### src/rtl/hazard_unit_pkg.sv
// Shared types and constants for the pipeline hazard unit.
// Latency: n/a (types only).
// Backpressure: n/a (types only).
package hazard_unit_pkg;

  typedef enum logic {
    RUN     = 1'b0,
    MD_WAIT = 1'b1
  } state_t;

  localparam logic [1:0] FWD_REG = 2'd0;
  localparam logic [1:0] FWD_EXE = 2'd1;
  localparam logic [1:0] FWD_MEM = 2'd2;
  localparam logic [1:0] FWD_WB  = 2'd3;

endpackage

### src/rtl/hazard_unit_fwd_match.sv
// Per-source forward select and stall request (EXE > MEM > WB priority).
// Latency: purely combinational, zero cycles.
// Backpressure: stallReq asks the top to hold; select is 0 while stallReq is high.
// Option: HAZARD_WB_FWD_EN forwards WB matches (select 3) instead of stalling.
module hazard_fwd_match
  import hazard_unit_pkg::*;
#(
  parameter int REG_ADDR_W = 5
) (
  input  logic [REG_ADDR_W-1:0] rs,
  input  logic                  useRs,
  input  logic [REG_ADDR_W-1:0] erd,
  input  logic [REG_ADDR_W-1:0] mrd,
  input  logic [REG_ADDR_W-1:0] wrd,
  input  logic                  ewreg,
  input  logic                  mwreg,
  input  logic                  wwreg,
  input  logic                  em2reg,
  output logic [1:0]            sel,
  output logic                  stallReq
);

  // Pick the youngest producing stage; r0 is never forwarded.
  always_comb begin
    sel      = FWD_REG;
    stallReq = 1'b0;
    if (useRs && (rs != '0)) begin
      if (ewreg && (erd == rs)) begin
        // A load in EXE has no data yet: read the regfile and ask for a bubble.
        if (em2reg) stallReq = 1'b1;
        else        sel      = FWD_EXE;
      end else if (mwreg && (mrd == rs)) begin
        sel = FWD_MEM;
      end else if (wwreg && (wrd == rs)) begin
`ifdef HAZARD_WB_FWD_EN
        sel = FWD_WB;
`else
        stallReq = 1'b1;
`endif
      end
    end
  end

endmodule

### src/rtl/hazard_unit.sv
// Pipeline hazard unit: forwarding selects, load-use / multi-cycle stalls, IF flush.
// Latency: all controls combinational (zero cycles); mdBusy and stallCnt registered.
// Backpressure: holds PC/IFID during MD_WAIT or a one-cycle load-use bubble; flush yields to stalls.
// Option: HAZARD_WB_FWD_EN enables WB-stage forwarding (select 3).
module hazard_unit
  import hazard_unit_pkg::*;
#(
  parameter int REG_ADDR_W = 5,
  parameter int CNT_W      = 16
) (
  input  logic                  clk,
  input  logic                  rstN,
  input  logic [REG_ADDR_W-1:0] rs1,
  input  logic [REG_ADDR_W-1:0] rs2,
  input  logic                  useRs1,
  input  logic                  useRs2,
  input  logic [REG_ADDR_W-1:0] erd,
  input  logic [REG_ADDR_W-1:0] mrd,
  input  logic [REG_ADDR_W-1:0] wrd,
  input  logic                  ewreg,
  input  logic                  mwreg,
  input  logic                  wwreg,
  input  logic                  em2reg,
  input  logic                  brTaken,
  input  logic                  mdStart,
  input  logic                  mdDone,
  output logic [1:0]            qaSel,
  output logic [1:0]            qbSel,
  output logic                  pcStall,
  output logic                  ifidStall,
  output logic                  instNop,
  output logic                  ifFlush,
  output logic                  mdBusy,
  output logic [CNT_W-1:0]      stallCnt
);

  state_t     state;
  logic       luPrev;
  logic [1:0] selA, selB;
  logic       reqA, reqB;
  logic       mdHold;
  logic       luStall;

  hazard_fwd_match #(.REG_ADDR_W(REG_ADDR_W)) u_match_a (
    .rs(rs1), .useRs(useRs1), .erd(erd), .mrd(mrd), .wrd(wrd),
    .ewreg(ewreg), .mwreg(mwreg), .wwreg(wwreg), .em2reg(em2reg),
    .sel(selA), .stallReq(reqA)
  );

  hazard_fwd_match #(.REG_ADDR_W(REG_ADDR_W)) u_match_b (
    .rs(rs2), .useRs(useRs2), .erd(erd), .mrd(mrd), .wrd(wrd),
    .ewreg(ewreg), .mwreg(mwreg), .wwreg(wwreg), .em2reg(em2reg),
    .sel(selB), .stallReq(reqB)
  );

  // Stall priority: multi-cycle wait first, then a single load-use bubble (never two in a row), then flush.
  always_comb begin
    mdHold    = (state == MD_WAIT) && !mdDone;
    luStall   = (reqA || reqB) && !luPrev && !mdHold;
    qaSel     = selA;
    qbSel     = selB;
    pcStall   = mdHold || luStall;
    ifidStall = mdHold || luStall;
    instNop   = luStall;
    ifFlush   = brTaken && !mdHold && !luStall;
  end

  // RUN/MD_WAIT sequencing with mdBusy registered alongside the state.
  always_ff @(posedge clk or negedge rstN) begin
    if (!rstN) begin
      state  <= RUN;
      mdBusy <= 1'b0;
    end else begin
      case (state)
        RUN: begin
          if (mdStart && !luStall) begin
            state  <= MD_WAIT;
            mdBusy <= 1'b1;
          end
        end
        MD_WAIT: begin
          if (mdDone) begin
            state  <= RUN;
            mdBusy <= 1'b0;
          end
        end
        default: begin
          state  <= RUN;
          mdBusy <= 1'b0;
        end
      endcase
    end
  end

  // Remember last cycle's bubble and count stall cycles, saturating at all-ones.
  always_ff @(posedge clk or negedge rstN) begin
    if (!rstN) begin
      luPrev   <= 1'b0;
      stallCnt <= '0;
    end else begin
      luPrev <= luStall;
      if (pcStall && (stallCnt != {CNT_W{1'b1}})) stallCnt <= stallCnt + 1'b1;
    end
  end

endmodule

### config.mk
export PLATFORM = sky130hd
export DESIGN_NAME = hazard_unit
export DESIGN_NICKNAME = d
export VERILOG_FILES = /design/src/rtl/hazard_unit_pkg.sv /design/src/rtl/hazard_unit_fwd_match.sv /design/src/rtl/hazard_unit.sv
export SDC_FILE = /design/constraint.sdc
export NUM_CORES = 1
export LEC_CHECK = 0
export CAP_MARGIN = 20
export CELL_PAD_IN_SITES_DETAIL_PLACEMENT = 0
export CELL_PAD_IN_SITES_GLOBAL_PLACEMENT = 1
export CORE_MARGIN = 3
export CORE_UTILIZATION = 28
export CTS_CLUSTER_SIZE = 16
export DETAILED_ROUTE_END_ITERATION = 10
export PLACE_DENSITY = 0.84
export SKIP_LAST_GASP = 1
export SLEW_MARGIN = 40
export SYNTH_ARGS = -nofsm -noshare
export SYNTH_HDL_FRONTEND = slang
export SYNTH_HIERARCHICAL = 1
export SYNTH_SLANG_ARGS = --single-unit
### constraint.sdc
create_clock -name clk -period 2.65 [get_ports clk]
set_clock_uncertainty 0.05 [all_clocks]
set_input_delay 0.6625 -clock clk [delete_from_list [all_inputs] [get_ports clk]]
set_output_delay 0.6625 -clock clk [all_outputs]
set_load 0.02 [all_outputs]
==> impl_metrics.json <==
{
  "status": "complete, but fails checks",
  "violations": "setup timing",
  "dp_worst_setup_slack_ns": -1.16,
  "fp.dieArea_um2": 5910,
  "crit_type": "input pin to output port",
  "routed_wl_mm": 4.25,
  "syn_area_um2": 1410,
  "fin_crit_ns": 2.96,
  "core_um2": 4790,
  "synth_seq_cells": 19,
  "max_freq_mhz": 338,
  "grt_pass1_vias": 1454,
  "antenna_found_initial": 0,
  "pwr-share-seq": 0.372,
  "drive_gt1_frac": 0.466,
  "insertion_delay_ns": 0.25,
  "finalHoldViolCount": 0,
  "fillCellCount": 415,
  "maxCapViolCount": 0,
  "slew_headroom": 0.780,
  "diodes": 0,
  "p_comb_frac": 0.444,
  "clockRootBuffer": "clkbuf_8",
  "p_int_uw": 704,
  "ant_nets": 0,
  "worstHoldStart": "state",
  "cp-start-kind": "input pin",
  "min_path_type": "register to register",
  "setup_viol": 13,
  "regToRegSetupSlack_ns": 0.92,
  "dp_hpwl_mm": 3.08,
  "cts_max_path_buffers": 2,
  "post-route-util": 0.551,
  "num_rows": 25,
  "drc_errors": 0,
  "worst_pin_slew_ns": 0.329,
  "crit_arrival_ns": 2.24,
  "die_w_um": 76.9,
  "grt_pass1_wl_mm": 6.76,
  "initial_core_util": 0.294,
  "report.final.slew_viol_count": 0,
  "fin_nets": 270,
  "cts_tree": "built",
  "via_count": 1428,
  "clkPwrFrac": 0.184,
  "num_io_pins": 61,
  "grt_setup_unrepaired": "yes",
  "crit_path_cell_trace": "buf_12 -> buf_4 -> xor2_1 -> nor4_2 -> nand3_1 -> nand3_2 -> a21oi_2 -> o21bai_4 -> and3_4 -> buf_6",
  "sw_frac_of_total": 0.343,
  "leakagePower_nw": 1.10,
  "io_buffer_count": 60,
  "end_kind": "output port",
  "vias_per_cell": 4.78,
  "syn2layout_area_growth_pct": 87.5,
  "cellPowerDensity_nw_per_um2": 406,
  "syn_avg_cell_area_um2": 10.0,
  "crit_start": "rs1[3]",
  "drt_iter0_markers": 40,
  "dr.pass1.iters": 4,
  "clk_pin_slew_worst_paths_ns": 0.07,
  "p_sw_uw": 367,
  "overflow": 0,
  "post-route-period-util": 1.12,
  "r2r-start": "luPrev",
  "dieHeight_um": 76.9,
  "wire_per_inst_um": 14.2,
  "cts_buffers": 3,
  "grt_max_degree": 20,
  "cp_slowest_stage_delay_ns": 0.28,
  "tns_ns": -1.42,
  "grtUsageTotal": 0.138,
  "setup_ws_ns": -0.307,
  "crit_fanout": 4,
  "cp.required_ns": 1.94,
  "ir_drop_v": 0.000338,
  "yosysWarnings": 6,
  "ys_seq_area_frac": 0.338,
  "whs_ns": 0.435,
  "cts_max_level": 1,
  "synth_cells": 140,
  "syn_nets": 177,
  "slowest_stage": "nor4_2",
  "cts_sinks": 19,
  "ys_types": 36,
  "place.gp.congestion": 0.864
}
-- placed cells by master (no fill, tap or decap), types with 3 or more instances in the layout --
cell type         n
xnor2_1          17
dlygate4sd2_1     3
nand3_1           6
dfrtp_1          19
nand3_2           6
and3_2            3
xor2_1           16
nand2_1           4
clkbuf_2          6
and2_4            3
xor2_2            8
nand4_1           9
buf_6            21
clkbuf_8          3
nor4_2            4
buf_4            23
clkdlybuf4s50_1  28
and3_1            6
-- metal layers --
| layer | track usage | vias up | wire (µm) |
|---|---|---|---|
| met3 | 0.0164 | 8 | 198 |
| met5 | 0 | - | 0 |
| met1 | 0.176 | 692 | 1780 |
| li1 | - | 684 | - |
| met4 | 0.0380 | 0 | 63 |
| met2 | 0.244 | 44 | 2210 |
-- repair_timing --
action | CTS | global route
gates resized for setup | 110 | 91
endpoints found under the hold margin | 0 | 0
pin swaps | 29 | 34
setup buffers | 6 | 6
hold buffers | 0 | 0
setup endpoints to repair | 22 | 22
-- power groups by stage --
stage	logic [mW]	clock network [mW]	registers, mW
finish	0.476	0.197	0.398
floorplan	0.149	0	0.447
CTS	0.438	0.204	0.397
detailed placement	0.428	0	0.400
global placement	0.423	0	0.402
global route	0.510	0.213	0.407
-- cells by family after synthesis --
| logic type | count (synthesis) | share of synthesized area |
|---|---|---|
| simple gates | 58 | 0.270 |
| compound gates | 14 | 0.0801 |
| fa+ha+maj | 1 | 0.00890 |
| mux | 2 | 0.0187 |
| buf+inv | 3 | 0.0160 |
| xor+xnor | 43 | 0.268 |
| flops | 19 | 0.338 |
-- sequential cells by signal, indices dropped and copies added, names as in the netlist --
signal    flops
luPrev        1
stallCnt     16
mdBusy        1
state         1
-- area by class of cell --
| type | instances | area [µm²] | area share |
|---|---|---|---|
| Multi-Input combinational cell | 118 | 1160 | 0.441 |
| Timing Repair Buffer | 90 | 866 | 0.328 |
| Sequential cell | 19 | 475 | 0.180 |
| Tap cell | 67 | 83.8 | 0.0318 |
| Clock buffer | 4 | 45.0 | 0.0171 |
| Inverter | 1 | 3.75 | 0.00142 |
-- critical path: cells and delay by family --
| family | cells | cell delay, ns |
|---|---|---|
| compound gates | 2 | 0.28 |
| xor+xnor | 1 | 0.17 |
| buf+inv | 3 | 0.35 |
| simple gates | 4 | 0.78 |
-- through the flow --
step	area, µm²	power (mW)	std cells
6_report	2640	1.07	299
5_1_grt	2640	1.13	299
4_1_cts	2380	1.04	296
3_5_place_dp	2250	0.828	286
3_3_place_gp	2250	0.825	286
2_1_floorplan	1430	0.596	140
-- synth_stat cells --
cell type,n,area share
and4_1,2,0.012
or4_1,2,0.011
and2_1,1,0.0045
o211ai_1,1,0.0053
xnor2_1,17,0.11
inv_1,1,0.0027
mux2_4,1,0.011
and3_1,7,0.031
and3_2,3,0.016
a21boi_0,1,0.0053
a21oi_1,3,0.011
and4_2,1,0.0071
o21ai_0,1,0.0036
nand3_1,12,0.043
nor2b_1,1,0.0045
nor4_1,4,0.018
buf_4,1,0.0053
a21oi_2,2,0.012
nand4_1,9,0.040
o21bai_2,1,0.0080
buf_6,1,0.0080
nand2b_1,1,0.0045
ha_1,1,0.0089
and2_4,2,0.012
mux2_1,1,0.0080
o21ai_2,2,0.012
nor3_1,4,0.014
o22ai_1,1,0.0045
nor4_2,2,0.018
dfrtp_1,19,0.34
a21boi_4,1,0.013
nand2_1,5,0.013
nand4_4,1,0.015
a31oi_1,1,0.0045
or2b_2,1,0.0062
xor2_1,26,0.16
-- worst paths after layout --
check                                    end  cells past startpoint
worst max register to register  stallCnt[14]                      7
worst max-delay path                 ifFlush                     10
worst min register to register        mdBusy                      1
max in group asynchronous       stallCnt[13]                      2
worst min-delay path                  mdBusy                      1
min in group asynchronous        stallCnt[0]                      2
Note: power is estimated with default switching activity, not from simulation.
